`config.mk`:
```
export PLATFORM = sky130hd
export DESIGN_NAME = seq_pattern_tx
export DESIGN_NICKNAME = d
export VERILOG_FILES = /design/src/rtl/seq_pattern_tx.sv
export SDC_FILE = /design/constraint.sdc
export NUM_CORES = 1
export LEC_CHECK = 0
export BUFFER_PORTS_ARGS = -buffer_cell sky130_fd_sc_hd__buf_2
export CAP_MARGIN = 20
export CORE_ASPECT_RATIO = 1.25
export CORE_MARGIN = 3
export CORE_UTILIZATION = 50
export CTS_BUF_LIST = sky130_fd_sc_hd__clkbuf_8
export CTS_CLUSTER_SIZE = 8
export DETAILED_ROUTE_END_ITERATION = 8
export HOLD_SLACK_MARGIN = 0.1
export PLACE_DENSITY = 0.67
export SYNTH_ARGS = -nofsm -noshare
export SYNTH_HDL_FRONTEND = slang
export SYNTH_SLANG_ARGS = --single-unit
```
`constraint.sdc`:
```
create_clock -name clk -period 1.9 [get_ports clk]
set_input_delay 0.19 -clock clk [delete_from_list [all_inputs] [get_ports clk]]
set_output_delay 0.19 -clock clk [all_outputs]
set_load 0.1 [all_outputs]
```
`src/rtl/seq_pattern_tx.sv`:
```
// Serial pattern transmitter. A parallel pattern of 1..W bits is accepted
// through a valid/ready handshake and sent MSB-first on x, one bit per
// enabled cycle. Each frame is followed by GAP zero guard bits so the
// three-1s detector on the far end drops back to idle between frames.
module seq_pattern_tx #(
  parameter int W   = 8,
  parameter int LW  = 4,
  parameter int GAP = 1
) (
  input  logic          clk,
  input  logic          rst,
  input  logic [W-1:0]  din,
  input  logic [LW-1:0] len,
  input  logic          load_valid,
  output logic          load_ready,
  input  logic          en,
  output logic          x,
  output logic          x_valid,
  output logic          busy,
  output logic          done,
  output logic          err
);

  localparam logic [1:0] IDLE  = 2'd0;
  localparam logic [1:0] SHIFT = 2'd1;
  localparam logic [1:0] GUARD = 2'd2;

  // W expressed in the len field width; 2^LW > W guarantees it fits.
  localparam logic [LW-1:0] W_L = LW'(W);
  // Guard counter value on the last guard bit (unused when GAP = 0).
  localparam logic [3:0] GAP_LAST = 4'((GAP > 0) ? (GAP - 1) : 0);

  logic [1:0]    state;
  logic [W-1:0]  sreg;   // pattern left-aligned so sreg[W-1] is the next bit
  logic [LW-1:0] cnt;    // frame bits still to send
  logic [3:0]    gcnt;   // guard bits already sent
  logic          len_ok;

  // Legal frame lengths are 1..W; anything else is rejected with err.
  assign len_ok = (len != '0) && (len <= W_L);

  // Handshake and status decode directly from the state register.
  assign load_ready = (state == IDLE);
  assign busy       = (state != IDLE);

  // Frame sequencer: load, shift out MSB-first, then emit guard zeros.
  always_ff @(posedge clk or posedge rst) begin
    if (rst) begin
      state   <= IDLE;
      sreg    <= '0;
      cnt     <= '0;
      gcnt    <= '0;
      x       <= 1'b0;
      x_valid <= 1'b0;
      done    <= 1'b0;
      err     <= 1'b0;
    end else begin
      done <= 1'b0;
      err  <= 1'b0;
      case (state)
        IDLE: begin
          x       <= 1'b0;
          x_valid <= 1'b0;
          if (load_valid) begin
            if (len_ok) begin
              // Shift din[len-1] up to the MSB; bits above it fall off.
              sreg  <= din << (W_L - len);
              cnt   <= len;
              state <= SHIFT;
            end else begin
              err <= 1'b1;
            end
          end
        end
        SHIFT: begin
          if (en) begin
            x       <= sreg[W-1];
            x_valid <= 1'b1;
            sreg    <= sreg << 1;
            cnt     <= cnt - LW'(1);
            if (cnt == LW'(1)) begin
              done  <= 1'b1;
              state <= (GAP > 0) ? GUARD : IDLE;
            end
          end else begin
            // x keeps the last bit while the line is stalled.
            x_valid <= 1'b0;
          end
        end
        GUARD: begin
          x       <= 1'b0;
          x_valid <= en;
          if (en) begin
            if (gcnt == GAP_LAST) begin
              gcnt  <= '0;
              state <= IDLE;
            end else begin
              gcnt <= gcnt + 4'd1;
            end
          end
        end
        default: begin
          state <= IDLE;
        end
      endcase
    end
  end

endmodule

```
==> metrics.md, run 1 <==
| Metric | Value |
|---|---|
| CP max stage delay | `about 440 ps` |
| Pwr per Cell Area | `1640 nW/um2` |
| Slew Viols, Final | `0` |
| Synth async-reset ratio | `1.00` |
| Gr busiest metal | `met2` |
| Clock root buffer | `clkbuf_8` |
| Max Fclk | `563 MHz` |
| Area Overhead vs Synth | `15.3%` |
| Master of the slowest instance on the critical path | `dfrtp_1` |
| Seq/Total Area, Yosys | `0.348` |
| Antenna viol nets, final | `0` |
| Cell taking the most area after synthesis | `dfrtp_1` |
| Unique masters post-synth | `47` |
| Htree depth | `1` |
| Dpl hpwl | `2.86 mm` |
| Layout cells sized above 1 | `0.247` |
| Post-Syn Nets | `199` |
| Main flop type after synthesis | `dfrtp_1` |
| Routed WL per cell | `15.8 um` |
| Final setup fails | `0` |
| Area contributors post-synth | `dfrtp_1 (35%), mux2i_1 (7.6%), ha_1 (7.1%)` |
| Maximum vdd drop | `1420 uV` |
| Hold slack final | `192 ps` |
| Fraction of the cycle the final worst path needs | `0.936` |
| Reg clk slew, reported paths | `80 ps` |
| Initial antenna violation count | `0` |
| Power Total | `2.99 mW` |
| Post-CTS setup repair buffer count | `0` |
| Grt met1 use | `0.228` |
| Routed wire length | `3.69 mm` |
| Setup crit start kind | `flop` |
| CP delay by family, top | `compound AO/OA/AOI/OAI gates` |
| Hold Path Class | `in -> reg` |
| Cts bufs inserted | `3` |
| Syn Inst Count | `174` |
| Total GRT Usage | `0.209` |
| Worst Max-Slew Pin Slew | `between 400 and 500 ps` |
| Nets | `around 220` |
| Synth top cells by count | `dfrtp_1 (22), inv_1 (16), nand2_1 (13)` |
| Worst setup EP type | `flop` |
| Via count | `1402` |
| Final cell count without fillers | `234` |
| Most frequent cell after synthesis | `dfrtp_1` |
| IO buf count | `21` |
| Site Rows | `22` |
| Buf+Inv Stages, Crit Path | `1` |
| Met2 usage | `0.411` |
| Antenna diodes | `0` |
| Clock latency on the worst-skew pair | `270 ps` |
| Synth Area per Inst | `9.10 um2` |
| RSZ-0062 raised after global routing | `no` |
| Die Y-Extent | `between 60 and 70 um` |
| Synthesized flop and latch total | `22` |
| Status | `completed` |
| Avg Vias per Cell | `approximately 6` |
| TNS Setup | `0 ps` |
| P_leak | `0.847 nW` |
| Die width | `56.3 um` |
| Max-Cap Viols | `0` |
| Largest net degree at the start of global routing | `14` |
| Final Skew | `around 1.7 ps` |
| Area of the core | `2970 um2` |
| Crit path max fanout | `11` |
| IO Count | `22` |
| Hold Vio Cnt, Final | `0` |
| Initial Utilization | `0.533` |
| Remaining DRCs | `0` |
| Crit path DAT | `1940 ps` |
| Max-slew headroom | `0.674` |
| Number of global-route vias before repair | `around 1500` |
| Critical path class | `reg -> reg` |
| Routability Congestion | `0.873` |
| Total number of yosys warnings | `0` |
| Initial DRC Count | `48` |
| Met3 Track Usage GR | `0.0242` |
| First-pass GRT wire length | `between 6 and 7 mm` |
| Crit-path cells | `inv_2, ha_2, nor2b_1, a41o_4, and3_1, o32a_1` |
| Synth top area share | `0.348` |
| Pre-antenna DRT Iters | `4` |
| Final core occ | `0.614` |
| Dpl cells | `229` |
| Die area | `a little under 4000 um2` |
| GRT overflow | `0` |
| Clock Path Buffers | `2` |
| CTS tree | `done` |
| Clock sinks | `22` |
| Period minus WS final | `1780 ps` |
| EDFF count, synth | `0` |
| Critical path data required time | `just over 2000 ps` |
| Post-synthesis cell area | `~1600 um2` |
routing by layer:
metal,up-vias,part of all wire
met5,-,0
met4,0,0.021
met3,10,0.038
met2,40,0.53
met1,673,0.41
li1,679,-
power by group:
part / total (mW) / switching, mW / internal, mW
clock: 0.344 / 0.159 / 0.185
sequential: 0.792 / 0.135 / 0.657
combinational: 1.85 / 1.21 / 0.638
total: 2.99 / 1.51 / 1.48
metrics by stage:
stage,instance area (um2),worst slack [ps]
2_1_floorplan,1620,-233
3_3_place_gp,1760,91.3
3_5_place_dp,1760,8.36
4_1_cts,1820,94.8
5_1_grt,1830,21.3
6_report,1830,122
registers in the layout (all words and copies together), names as in the netlist:
name,cells
cnt,4
err,1
sreg,8
gcnt,4
x_valid,1
x,1
state,2
done,1
worst reg2reg max path, delay by kind of cell, from the launching register on:
kind / cells / cell delay [ps]
adder cells (fa/ha/maj): 1 / 300
flip-flops: 1 / 440
AND/OR/NAND/NOR: 2 / 230
buffers and inverters: 1 / 110
AO/OA/AOI/OAI: 2 / 590
cell usage in the layout, fill, tap and decap left out, types with 4 or more instances in the layout:
cell type   n
a21oi_1     8
nand3_1     9
o21ai_0    10
buf_4       7
dfrtp_1    22
nor2_1      7
ha_1        7
nor3_1      4
clkbuf_8    4
nand4_1     8
nand2_1    13
buf_2      21
inv_1      13
mux2i_1    12
kinds of logic (layout without fill, tap and decap cells):
| group | count (synthesis) | in the layout | synth area share |
|---|---|---|---|
| AOI/OAI and AO/OA | 40 | 40 | 0.177 |
| xor gates and xnor gates | 4 | 4 | 0.0221 |
| adders and majority gates | 9 | 9 | 0.0711 |
| buffers and inverters | 25 | 49 | 0.0750 |
| DFF | 22 | 22 | 0.348 |
| muxes | 15 | 15 | 0.104 |
| and+or+nand+nor | 59 | 59 | 0.203 |
worst paths after layout:
check,startpoint,endpoint,slack (ps),depth (start not counted)
max,state[1],sreg[5],120,6
min,load_valid,err,190,2
max reg2reg,state[1],sreg[5],120,6
min reg2reg,x_valid,x_valid,500,2
max in group asynchronous,rst,err,950,4
min in group asynchronous,rst,cnt[1],440,3
final cells by class:
type	count	area (um2)
timing repair buffer	29	168
tap	36	45.0
multi-input combinational	127	945
clock buffer	4	55.1
fill	267	1150
sequential	22	551
inverter	16	63.8
timing repair:
action	CTS	global route
gates resized for setup	1	1
endpoints found under the setup margin	1	3
hold endpoints to repair	9	0
hold buffers	1	0
Power figures use the tool's default switching activity.
==> run 2, diff against run 1 <==
- ABC_AREA: unset -> 1
==> metrics.md, run 2 <==
| Metric | Value |
|---|---|
| Status | `completed` |
| Fraction of the cycle the final worst path needs | `0.866 (-0.0698)` |
| Dpl cells | `290 (+27%)` |
| Crit path max fanout | `5 (-6)` |
| Synth Area per Inst | `6.85 um2 (-25%)` |
| Area Overhead vs Synth | `13.8%` |
| Synth top cells by count | `nand2_1 (82), inv_1 (32), nand3_1 (28)` |
| Initial antenna violation count | `0 (unchanged)` |
| Pwr per Cell Area | `1580 nW/um2 (-3.1%)` |
| Clock sinks | `22 (unchanged)` |
| Maximum vdd drop | `1020 uV (-28%)` |
| Commonest non-fill, non-tap cell in the layout | `nand2_1` |
| Clock root buffer | `clkbuf_8` |
| P_leak | `1.05 nW (+24%)` |
| Most frequent cell after synthesis | `nand2_1` |
| Dpl hpwl | `2.50 mm (-13%)` |
| Hold Path Class | `in -> reg` |
| Synth async-reset ratio | `1.00 (unchanged)` |
| Commonest non-fill, non-tap cells in the layout | `nand2_1 (82), inv_1 (29), nand3_1 (28), dfrtp_1 (22), buf_2 (21)` |
| Cell taking the most area after synthesis | `dfrtp_1` |
| Reg2reg path depth | `8 (+2)` |
| Htree depth | `1 (unchanged)` |
| First-pass GRT wire length | `6.02 mm (-6.0%)` |
| Slew Viols, Final | `0 (unchanged)` |
| Remaining DRCs | `0 (unchanged)` |
| Max-slew headroom | `0.674 (about the same)` |
| Antenna diodes | `0 (unchanged)` |
| Hold Vio Cnt, Final | `0 (unchanged)` |
| R2r endpoint | `cnt[2]` |
| Total number of yosys warnings | `0 (unchanged)` |
| Hold Path End | `err` |
| Most flops, register | `sreg` |
| Worst Max-Slew Pin Slew | `492 ps (-0.0523 ps)` |
| Clock latency on the worst-skew pair | `260 ps (about the same)` |
| Avg Vias per Cell | `4.96 (-17%)` |
| Routed wire length | `3.16 mm (-14%)` |
| Cts bufs inserted | `3 (unchanged)` |
| EDFF count, synth | `0 (unchanged)` |
| TNS Setup | `0 ps (unchanged)` |
| Worst setup EP type | `output pin` |
| Period minus WS final | `1640 ps (-133 ps)` |
| Number of global-route vias before repair | `1446 (-1.2%)` |
| Syn Inst Count | `235 (+35%)` |
| Hold slack final | `154 ps (-37.7 ps)` |
| Initial Utilization | `0.536 (+0.00345)` |
| Max-Cap Viols | `0 (unchanged)` |
| Hold Path Stages | `3 (+1)` |
| Total GRT Usage | `0.184 (-0.0256)` |
| CTS resizes | `0 (-1)` |
| Synthesized flop and latch total | `22 (unchanged)` |
| Crit path DAT | `1450 ps (-490 ps)` |
| Crit path from | `state[0]` |
| Max reg flops | `8 (unchanged)` |
| Routability Congestion | `0.789 (-9.5%)` |
| Reg-to-reg slack, setup | `270 ps (+150 ps)` |
| Largest net degree at the start of global routing | `23 (+9)` |
| IO Count | `22 (unchanged)` |
| Via count | `1464 (+4.4%)` |
| Site Rows | `22 (unchanged)` |
| Routed WL per cell | `10.7 um (-32%)` |
| Post-Syn Nets | `260 (+31%)` |
| Critical path data required time | `1710 ps (-350 ps)` |
| Layout cells sized above 1 | `0.189 (-0.0583)` |
| Final Skew | `4.63 ps (+2.88 ps)` |
| Die width | `56.7 um (+0.70%)` |
| Seq/Total Area, Yosys | `0.342 (-0.00541)` |
| Die area | `3940 um2 (+1.4%)` |
| Synth top area share | `0.342 (-0.00541)` |
| Initial DRC Count | `48 (unchanged)` |
| RSZ-0062 raised after global routing | `no` |
| Antenna viol nets, final | `0 (unchanged)` |
| Top Registers | `sreg x8, cnt x4, gcnt x4` |
| Critical path class | `reg -> out` |
| Clock Path Buffers | `2 (unchanged)` |
| IO buf count | `21 (unchanged)` |
| CTS tree | `done` |
| Nets | `285 (+27%)` |
| Hold_sp | `load_valid` |
| Unique masters post-synth | `28 (-40%)` |
| Main flop type after synthesis | `dfrtp_1` |
| Max Fclk | `608 MHz (+8.1%)` |
| Area of the core | `3000 um2 (+0.93%)` |
| Final cell count without fillers | `295 (+26%)` |
| GRT overflow | `0 (unchanged)` |
| Area contributors post-synth | `dfrtp_1 (34%), nand2_1 (19%), nand3_1 (8.7%)` |
| Post-synthesis cell area | `1610 um2 (+1.6%)` |
| Reg clk slew, reported paths | `80 ps (about the same)` |
| Final setup fails | `0 (unchanged)` |
| Die Y-Extent | `69.4 um (+0.72%)` |
| Setup crit start kind | `flop` |
| Pre-antenna DRT Iters | `4 (unchanged)` |
| RR Startpoint | `state[1]` |
-- run 2: cell count changes after synthesis, sizes merged, moves of 4 or more --
cell / before / now
nand2: 13 / 83
nand3: 9 / 30
inv: 16 / 36
mux2i: 12 / 0
nor2: 8 / 18
a21oi: 9 / 3
nand4: 8 / 3
o211ai: 4 / 0
-- run 2: cell type report --
type | count | area (um2)
Clock buffer | 3 | 41.3
Clock inverter | 1 | 30.0
Fill cell | 312 | 1170
Inverter | 37 | 143
Multi-Input combinational cell | 170 | 877
Sequential cell | 22 | 551
Tap cell | 36 | 45.0
Timing Repair Buffer | 26 | 145
-- run 2: power breakdown --
part	total, mW	internal (mW)	switching, mW
sequential	0.780	0.667	0.114
combinational	1.69	0.521	1.17
clock	0.433	0.281	0.152
-- run 2: worst max-delay path by stage --
| stage | to | slack (ps) | cells after the start |
|---|---|---|---|
| finish | busy | 260 | 4 |
| global route | cnt[2] | 60 | 8 |
| CTS | busy | 240 | 4 |
| detailed placement | cnt[2] | 190 | 10 |
| global placement | sreg[4] | 260 | 9 |
| floorplan | sreg[6] | -310 | 8 |
-- run 2: stage by stage --
stage	utilization	cell area [um2]	setup slack [ps]	power [mW]
floorplan	-	1630	-307	2.22
global placement	0.583	1750	256	2.48
detailed placement	0.583	1750	188	2.50
CTS	0.611	1830	238	2.94
global route	0.611	1830	64.1	3.20
finish	0.611	1830	255	2.90
-- run 2: logic make-up (layout without fill, tap and decap cells) --
kind of cell	Yosys count	after routing	share of synthesized area
and+or+nand+nor	136	136	0.366
buffers and inverters	43	67	0.122
AOI/OAI and AO/OA	22	22	0.0832
DFF	22	22	0.342
adders and majority gates	9	9	0.0700
xor gates and xnor gates	3	3	0.0163
-- run 2: worst max-delay path, stage by stage (launching register included) --
cell	delay (ps)
dfrtp_1	410
inv_2	80
ha_4	190
clkinvlp_4	90
buf_2	420
-- run 2: layer usage --
layer	up-vias	routed length, um	global-route usage
met3	2	112	0.0242
li1	780	-	-
met2	29	1510	0.325
met5	-	0	0
met1	653	1520	0.232
met4	0	20	0.0464
-- run 2: what timing repair did --
action                    in CTS  in global routing
buffers inserted               0                  0
hold buffers                   1                  0
hold endpoints to repair      22                  0
